===== src/rtl/instr_fetch_unit_pkg.sv =====
// Shared RISC-V types plus fetch-unit local types.
// riscv_pkg is also imported by decode; instr_fetch_unit_pkg holds fetch-only items.
package riscv_pkg;
  localparam int XLEN = 32;
  localparam logic [XLEN-1:0] NOP = 32'h0000_0013;

  typedef struct packed {
    logic [XLEN-1:0] pc;
    logic [XLEN-1:0] instr;
  } fetch_entry_t;
endpackage

package instr_fetch_unit_pkg;
  typedef enum logic {
    S_IDLE = 1'b0,
    S_WAIT = 1'b1
  } ifu_state_t;

  function automatic logic is_misaligned(input logic [1:0] lsb);
    return lsb != 2'b00;
  endfunction
endpackage


===== src/rtl/instr_fetch_unit_if.sv =====
// Bus bundle for the fetch unit: PC stream in, ROM port, decode stream out.
interface instr_fetch_unit_if #(
  parameter int ADDR_W = 10
);
  import riscv_pkg::*;

  logic [XLEN-1:0]   fetch_addr;
  logic              fetch_valid;
  logic              fetch_ready;
  logic              jump;
  logic              imem_req;
  logic [ADDR_W-1:0] imem_addr;
  logic [XLEN-1:0]   imem_rdata;
  logic [XLEN-1:0]   instr;
  logic [XLEN-1:0]   instr_pc;
  logic              instr_valid;
  logic              instr_ready;
  logic              misalign_err;

  // slave = the fetch unit; master = PC/ROM/decoder environment
  modport slave (
    input  fetch_addr, fetch_valid, jump, imem_rdata, instr_ready,
    output fetch_ready, imem_req, imem_addr, instr, instr_pc, instr_valid, misalign_err
  );

  modport master (
    output fetch_addr, fetch_valid, jump, imem_rdata, instr_ready,
    input  fetch_ready, imem_req, imem_addr, instr, instr_pc, instr_valid, misalign_err
  );
endinterface


===== src/rtl/instr_fetch_unit_fifo.sv =====
// Synchronous FIFO with clear; pop on empty ignored, push on full (without pop) ignored.
module sync_fifo #(
  parameter  int WIDTH = 64,
  parameter  int DEPTH = 4,
  localparam int AW    = $clog2(DEPTH),
  localparam int CW    = AW + 1
) (
  input  logic             clk,
  input  logic             reset,
  input  logic             i_push,
  input  logic             i_pop,
  input  logic             i_clear,
  input  logic [WIDTH-1:0] i_wdata,
  output logic [WIDTH-1:0] o_rdata,
  output logic [CW-1:0]    o_count,
  output logic             o_empty
);
  logic [WIDTH-1:0] r_mem [DEPTH];
  logic [AW-1:0]    r_wr;
  logic [AW-1:0]    r_rd;
  logic [CW-1:0]    r_count;
  logic             w_full;
  logic             w_do_push;
  logic             w_do_pop;

  assign o_empty   = (r_count == '0);
  assign w_full    = (r_count == CW'(DEPTH));
  assign w_do_pop  = i_pop & ~o_empty;
  assign w_do_push = i_push & (~w_full | w_do_pop);
  assign o_rdata   = r_mem[r_rd];
  assign o_count   = r_count;

  // pointers are AW bits and DEPTH is a power of two, so wrap is free
  always_ff @(posedge clk or posedge reset) begin
    if (reset) begin
      r_wr    <= '0;
      r_rd    <= '0;
      r_count <= '0;
    end else if (i_clear) begin
      r_wr    <= '0;
      r_rd    <= '0;
      r_count <= '0;
    end else begin
      if (w_do_push) r_wr <= r_wr + 1'b1;
      if (w_do_pop)  r_rd <= r_rd + 1'b1;
      if (w_do_push && !w_do_pop)      r_count <= r_count + 1'b1;
      else if (w_do_pop && !w_do_push) r_count <= r_count - 1'b1;
    end
  end

  always_ff @(posedge clk) begin
    if (w_do_push && !i_clear) r_mem[r_wr] <= i_wdata;
  end
endmodule


===== src/rtl/instr_fetch_unit.sv =====
// Instruction fetch: PC stream -> 1-cycle sync ROM read -> {pc,instr} queue for decode.
// jump flushes the queue and the read in flight.
module instr_fetch_unit
  import riscv_pkg::*;
  import instr_fetch_unit_pkg::*;
#(
  parameter int DEPTH  = 4,
  parameter int ADDR_W = 10
) (
  input logic              clk,
  input logic              reset,
  instr_fetch_unit_if.slave bus
);
  localparam int CW = $clog2(DEPTH) + 1;

  ifu_state_t      r_state;
  logic [XLEN-1:0] r_inflight_pc;
  logic            r_misalign;

  logic            w_inflight;
  logic [CW:0]     w_occ;
  logic            w_ready;
  logic            w_accept;
  logic            w_push;
  logic            w_pop;
  logic [CW-1:0]   w_count;
  logic            w_empty;
  fetch_entry_t    w_wentry;
  fetch_entry_t    w_head;

  assign w_inflight = (r_state == S_WAIT);
  // reserving a slot for the in-flight read means a response always finds room
  assign w_occ      = (CW+1)'(w_count) + (CW+1)'(w_inflight);
  assign w_ready    = ~reset & (w_occ < (CW+1)'(DEPTH));
  assign w_accept   = bus.fetch_valid & w_ready & ~bus.jump;
  assign w_push     = w_inflight & ~bus.jump;
  assign w_pop      = ~w_empty & bus.instr_ready & ~bus.jump;
  assign w_wentry   = '{pc: r_inflight_pc, instr: bus.imem_rdata};

  sync_fifo #(
    .WIDTH($bits(fetch_entry_t)),
    .DEPTH(DEPTH)
  ) u_fifo (
    .clk     (clk),
    .reset   (reset),
    .i_push  (w_push),
    .i_pop   (w_pop),
    .i_clear (bus.jump),
    .i_wdata (w_wentry),
    .o_rdata (w_head),
    .o_count (w_count),
    .o_empty (w_empty)
  );

  always_ff @(posedge clk or posedge reset) begin
    if (reset) begin
      r_state       <= S_IDLE;
      r_inflight_pc <= '0;
      r_misalign    <= 1'b0;
    end else begin
      if (bus.jump)      r_state <= S_IDLE;
      else if (w_accept) r_state <= S_WAIT;
      else               r_state <= S_IDLE;
      if (w_accept) begin
        r_inflight_pc <= bus.fetch_addr;
        if (is_misaligned(bus.fetch_addr[1:0])) r_misalign <= 1'b1;
      end
    end
  end

  assign bus.fetch_ready  = w_ready;
  assign bus.imem_req     = w_accept;
  assign bus.imem_addr    = w_accept ? bus.fetch_addr[ADDR_W+1:2] : '0;
  assign bus.instr_valid  = ~w_empty;
  assign bus.instr        = w_empty ? NOP : w_head.instr;
  assign bus.instr_pc     = w_empty ? '0  : w_head.pc;
  assign bus.misalign_err = r_misalign;
endmodule


===== src/flat_wrapper.sv =====
// flat-port wrapper written by rule: the top's interface ports become plain ports
module instr_fetch_unit_flat import riscv_pkg::*; import instr_fetch_unit_pkg::*;
#(
  parameter int DEPTH  = 4,
  parameter int ADDR_W = 10
)
  (clk, reset, bus_fetch_addr, bus_fetch_valid, bus_jump, bus_imem_rdata, bus_instr_ready, bus_fetch_ready, bus_imem_req, bus_imem_addr, bus_instr, bus_instr_pc, bus_instr_valid, bus_misalign_err);
  instr_fetch_unit_if #(.ADDR_W(ADDR_W)) bus_i ();
  input logic clk;
  input logic reset;
  input wire logic [$bits(bus_i.fetch_addr)-1:0] bus_fetch_addr;
  input wire logic [$bits(bus_i.fetch_valid)-1:0] bus_fetch_valid;
  input wire logic [$bits(bus_i.jump)-1:0] bus_jump;
  input wire logic [$bits(bus_i.imem_rdata)-1:0] bus_imem_rdata;
  input wire logic [$bits(bus_i.instr_ready)-1:0] bus_instr_ready;
  output wire logic [$bits(bus_i.fetch_ready)-1:0] bus_fetch_ready;
  output wire logic [$bits(bus_i.imem_req)-1:0] bus_imem_req;
  output wire logic [$bits(bus_i.imem_addr)-1:0] bus_imem_addr;
  output wire logic [$bits(bus_i.instr)-1:0] bus_instr;
  output wire logic [$bits(bus_i.instr_pc)-1:0] bus_instr_pc;
  output wire logic [$bits(bus_i.instr_valid)-1:0] bus_instr_valid;
  output wire logic [$bits(bus_i.misalign_err)-1:0] bus_misalign_err;
  assign bus_i.fetch_addr = bus_fetch_addr;
  assign bus_i.fetch_valid = bus_fetch_valid;
  assign bus_i.jump = bus_jump;
  assign bus_i.imem_rdata = bus_imem_rdata;
  assign bus_i.instr_ready = bus_instr_ready;
  assign bus_fetch_ready = bus_i.fetch_ready;
  assign bus_imem_req = bus_i.imem_req;
  assign bus_imem_addr = bus_i.imem_addr;
  assign bus_instr = bus_i.instr;
  assign bus_instr_pc = bus_i.instr_pc;
  assign bus_instr_valid = bus_i.instr_valid;
  assign bus_misalign_err = bus_i.misalign_err;
  instr_fetch_unit #(.DEPTH(DEPTH), .ADDR_W(ADDR_W)) u_core (.clk(clk), .reset(reset), .bus(bus_i));
endmodule

===== config.mk =====
export PLATFORM = sky130hd
export DESIGN_NAME = instr_fetch_unit_flat
export DESIGN_NICKNAME = d
export VERILOG_FILES = /design/src/rtl/instr_fetch_unit_pkg.sv /design/src/rtl/instr_fetch_unit_if.sv /design/src/rtl/instr_fetch_unit_fifo.sv /design/src/rtl/instr_fetch_unit.sv /design/src/flat_wrapper.sv
export SDC_FILE = /design/constraint.sdc
export NUM_CORES = 1
export LEC_CHECK = 0
export ABC_AREA = 1
export ABC_CLOCK_PERIOD_IN_PS = 12150
export CORE_ASPECT_RATIO = 1.5
export CORE_UTILIZATION = 50
export CTS_BUF_LIST = sky130_fd_sc_hd__clkbuf_8
export DETAILED_ROUTE_END_ITERATION = 10
export DONT_BUFFER_PORTS = 1
export SLEW_MARGIN = 20
export SYNTH_ARGS = -nofsm -noshare
export SYNTH_HDL_FRONTEND = slang
export SYNTH_SLANG_ARGS = --single-unit
export TNS_END_PERCENT = 10

===== constraint.sdc =====
create_clock -name clk -period 12.15 [get_ports clk]
set_input_delay 1.8225 -clock clk [delete_from_list [all_inputs] [get_ports clk]]
set_output_delay 1.8225 -clock clk [all_outputs]
set_load 0.005 [all_outputs]

==> results of run 1 <==
through the flow:
stage               setup WS [ns]  utilization  hold slack, ns  area [um^2]
detailed placement          7.317       0.5187          0.4941        12000
finish                      7.294       0.5523          0.5074        12780
CTS                         7.224       0.5523          0.5096        12780
global route                7.027       0.5523          0.5317        12780
floorplan                   6.715            -          0.4629        11880
global placement            7.329       0.5187          0.4855        12000
cells by family after synthesis:
family / share of synthesized area
fa+ha+maj: 0.005901
xor+xnor: 0.0007377
compound gates: 0.09030
buf+inv: 0.04215
simple gates: 0.1272
flops: 0.7337
layout by cell type (no fill, tap or decap), types with 2 or more instances in the layout:
cell	n
nand2_1	91
o21ai_1	2
nor2_1	268
edfxtp_1	256
inv_1	36
a21oi_1	62
clkinv_2	5
nand2_2	3
dfrtp_1	39
clkinv_1	9
ha_1	4
o311ai_1	2
o21ai_0	126
o21ai_2	10
nand2_4	2
nand3_1	9
clkbuf_8	46
inv_2	6
buf_4	10
nor2_4	5
critical path, stage by stage, from the launching register on:
cell and delay [ns]:
dfrtp_4 0.72, inv_4 0.51, buf_4 0.63, nor2_1 0.08
o311ai_0 0.51
power breakdown:
group	internal (mW)	total, mW	switching [mW]
Combinational	0.106	0.398	0.292
Sequential	1.18	1.24	0.0552
Clock	0.370	0.724	0.354
layer usage:
layer	routed length, um	GRT usage
met1	9730	0.2263
met4	795	0.08416
met2	12700	0.3706
met3	1452	0.05247
met5	0	0
flip-flops by register name (all words and copies together) (netlist names):
| register | cells |
|---|---|
| u_core.r_inflight_pc | 32 |
| u_core.u_fifo.r_wr | 2 |
| u_core.r_state | 1 |
| u_core.u_fifo.r_mem | 256 |
| u_core.u_fifo.r_rd | 2 |
| u_core.u_fifo.o_count | 3 |
| u_core.bus.misalign_err | 1 |
layout make-up:
| class | instances | area (um^2) | share of cell area |
|---|---|---|---|
| clock inverters | 29 | 145.1 | 0.01136 |
| multi-input cells | 593 | 2691 | 0.2106 |
| flip-flops and latches | 297 | 8718 | 0.6821 |
| well taps | 315 | 394.1 | 0.03084 |
| repair buffers | 10 | 75.07 | 0.005874 |
| inverters | 31 | 123.9 | 0.009692 |
| clock buffers | 46 | 633.1 | 0.04954 |
path summary, 6_finish.rpt:
kind                                           from                   endpoint  slack, ns  cells after the start
setup / recovery              u_core.u_fifo.r_rd[0]               bus_instr[0]       7.29                      4
hold / removal              u_core.bus.misalign_err    u_core.bus.misalign_err       0.51                      1
setup reg to reg           u_core.u_fifo.o_count[2]  u_core.u_fifo.r_mem[1][2]       9.28                      7
hold reg to reg             u_core.bus.misalign_err    u_core.bus.misalign_err       0.51                      1
max in group asynchronous                     reset      u_core.u_fifo.r_rd[0]      10.34                      2
min in group asynchronous                     reset   u_core.u_fifo.o_count[1]       1.30                      2
==> metrics.txt, run 1 <==
status finished, final reports clean; Die ar. around 24000 um^2; final wirelength 24680 um; RSZ-0062 raised after global routing no; Hold Crit Class register to register; clock tree sinks slightly below 300; fin nets 1050; total power draw roughly 2.4 mW; Max FO, Critical Path 70; non-filler cells, final 1321; CP startpoint kind register; std cell rows a little under 70; Hold Violations, Final 0; initial antenna violation count 0; Peak Freq ~210 MHz; Starting Density 0.5131; CTS Root Cell clkbuf_8; synth cell count leaders nor2_1 (272), edfxtp_1 (256), o21ai_0 (126), nand2_1 (91), a21oi_1 (62); Placed Cells 1246; Yosys top cell by area edfxtp_1; Post-synth EDFFs 256; dominant synthesized flop cell edfxtp_1; syn nets approximately 1000; Synth cell types 32; worst-skew pair later-pin latency between 0.5 and 0.6 ns; Worst VDD drop 0.0001022 V; # setup viols final 0; Hold Buf Count CTS 0; global route overflow 0; Die Height between 150 and 200 um; ys async rst share 0.1380; Core ar. between 20000 and 25000 um^2; synthesized area per cell around 12 um^2; num ports 147; TritonCTS Buffers between 40 and 50; worst endpoint required time 10.33 ns; HPWL after DPL between 10000 and 15000 um; Synth Cell Area between 10000 and 15000 um^2; vias in the first global route 6859; setup_tns 0 ns; critical path arrival 3.03 ns; fill count approximately 2000; WL per Instance between 15 and 20 um; vias 7022; Final Max Tran Viols 0; crit share post-route 0.3997; placer's final routability congestion estimate 0.7448; min cycle time layout a little under 5 ns; I/O Buffers 0; clock tree buffer depth 3; Synth top area share 0.6474; antenna-violating nets left 0; Initial DRC Count about 330; leak pwr 4.621 nW; layout cells sized above 1 0.09543; Syn-to-layout area delta 7.628%; register clock-pin slew on the reported worst setup and hold paths about 0.060 ns; most common cell in the netlist nor2_1; synth top area cells edfxtp_1 (65%), dfrtp_1 (8.6%), nor2_1 (8.6%), o21ai_0 (5.3%), nand2_1 (2.9%); Critical Path End Type output pin; Max-slew headroom 0.3565; worst-margin pin slew 0.9629 ns; gr usage total 0.2046; sequential-to-total area share from yosys stat 0.7337; Die W 127.8 um; # DRC 0; Pre-antenna DRT Iters 5; post-synthesis register bit count ~300; largest net degree at the start of global routing just under 80; critical path type register to output pin; n_diodes 0; first-pass GRT wire length roughly 37000 um; number of synthesis warnings 0; CTS resizes 0; clock skew 0.01816 ns; post-CTS setup buffer count 0; Gate Count Post-Synth 975; CTS tree done; H-tree depth 2; Via density approximately 5.3; Power Dens Cells 184.5 nW/um^2; Max Cap Viol 0
(Power assumes the default switching activity.)
==> run 2: changes to the inputs <==
- ABC_CLOCK_PERIOD_IN_PS: 12150 -> 4500
- clock period: 12.15 -> 4.5 ns (I/O delays scaled with it)
==> run 2 against run 1 <==
Against the previous run: design area up 1.5%; highest routed layer is now met5; die area unchanged; sequential share of layout area shrank 1.0 points; clock skew rose by 0.0072 ns; sequential cell count unchanged; non-clock buffer count increased by 4; wire length fell by 1.2%.
==> metrics.txt, run 2 (synthesized netlist as in run 1, its figures left out) <==
HPWL after DPL 13310 um; n_diodes 0; TritonCTS Buffers 44; post-CTS setup buffer count 0; antenna-violating nets left 0; Final Max Tran Viols 0; vias in the first global route approximately 7000; crit share post-route 0.7727; worst endpoint required time 3.83 ns; Critical Path End Type output pin; Syn-to-layout area delta 9.240%; clock tree buffer depth 3; Max-slew headroom 0.3189; Hold Violations, Final 0; Core ar. 23140 um^2; CTS tree done; total power draw 6.617 mW; # setup viols final 0; final wirelength 24390 um; gr usage total 0.2047; global route overflow 0; WL per Instance about 18 um; Hold Crit Class input pin to register; placer's final routability congestion estimate 0.7171; min cycle time layout between 3 and 4 ns; Max Cap Viol 0; Via density 5.227; leak pwr between 4 and 5 nW; Die Height between 150 and 200 um; largest net degree at the start of global routing slightly below 100; status finished, final reports clean; worst-margin pin slew 1.022 ns; H-tree depth 2; Biggest register u_core.u_fifo.r_mem; worst-skew pair later-pin latency ~0.55 ns; Die ar. approximately 24000 um^2; CTS Root Cell clkbuf_8; RSZ-0062 raised after global routing no; most common cell after layout, fill and taps aside nor2_1; register clock-pin slew on the reported worst setup and hold paths around 0.070 ns; Hold Buf Count CTS 0; first-pass GRT wire length 37560 um; critical path type register to output pin; # DRC 0; clock tree sinks 297; Initial DRC Count between 400 and 500; Starting Density 0.5131; critical path arrival between 2 and 3 ns; num ports around 150; vias 6952; max FFs per register roughly 260; fin nets roughly 1100; Power Dens Cells ~500 nW/um^2; Peak Freq about 290 MHz; CTS resizes 0; Max FO, Critical Path 90; commonest non-fill, non-tap cells in the layout nor2_1 (268), edfxtp_1 (256), o21ai_0 (126); CP startpoint kind register; clock skew between 0.02 and 0.03 ns; initial antenna violation count 1; I/O Buffers 0; Worst VDD drop ~0.00029 V; Die W between 100 and 150 um; layout cells sized above 1 0.1025; setup_tns 0 ns; Pre-antenna DRT Iters 4; std cell rows a little under 70
run 2: changes by cell type in the layout (fill, tap and decap cells not counted), sizes merged:
cell      delta
buf          +4
bufinv       +2
clkbuf       +6
clkinv       -2
clkinvlp     -1
run 2: routing by layer:
layer / part of all wire / GRT usage / routed length, um / up-vias
met5: 0.00049 / 0 / 12 / -
met4: 0.020 / 0.06742 / 484 / 2
met3: 0.064 / 0.05359 / 1555 / 39
met2: 0.52 / 0.3765 / 12790 / 180
met1: 0.39 / 0.2273 / 9554 / 3349
li1: - / - / - / 3382
run 2: area by class of cell:
type                    instances  area (um^2)
well taps                     315        394.1
fillers                      1993        10170
flip-flops and latches        297         8718
repair buffers                 14        142.6
clock buffers                  52        715.7
inverters                      31        123.9
clock inverters                28        186.4
multi-input cells             593         2691
run 2: critical path: stages, from the launching register on:
cell and delay, ns:
dfrtp_4 0.71, buf_4 0.81, nor2_1 0.11, nor2_1 0.10
o21ai_0 0.09, a21oi_1 0.35
run 2: through the flow:
stage	cell area, um^2	hold WS [ns]	utilization	setup slack (ns)	std cells
6_report	12970	0.2189	0.5606	1.023	1330
2_1_floorplan	11880	0.4629	-	0.2124	975
3_3_place_gp	12070	0.4896	0.5216	1.567	1250
5_1_grt	12970	0.1912	0.5606	0.7543	1330
4_1_cts	12970	0.1857	0.5606	0.9237	1330
3_5_place_dp	12070	0.4996	0.5216	1.525	1250
run 2: worst paths after layout:
| path | from | end | slack [ns] | cells after the start |
|---|---|---|---|---|
| worst min-delay path | bus_imem_rdata[28] | u_core.u_fifo.r_mem[3][28] | 0.22 | 0 |
| worst max-delay path | u_core.u_fifo.r_rd[0] | bus_instr_pc[23] | 1.02 | 5 |
| worst min register to register | u_core.r_inflight_pc[1] | u_core.u_fifo.r_mem[1][33] | 0.51 | 0 |
| worst max register to register | u_core.u_fifo.o_count[2] | u_core.u_fifo.r_mem[0][61] | 2.11 | 7 |
| max in group asynchronous | reset | u_core.u_fifo.r_rd[0] | 3.57 | 1 |
| min in group asynchronous | reset | u_core.u_fifo.o_count[1] | 0.23 | 1 |
run 2: report_power, final:
part | switching, mW | internal, mW | leakage (nW) | total (mW)
registers | 0.147 | 3.19 | 2.83 | 3.34
logic | 0.788 | 0.301 | 1.37 | 1.09
clock network | 0.972 | 1.22 | 0.509 | 2.19
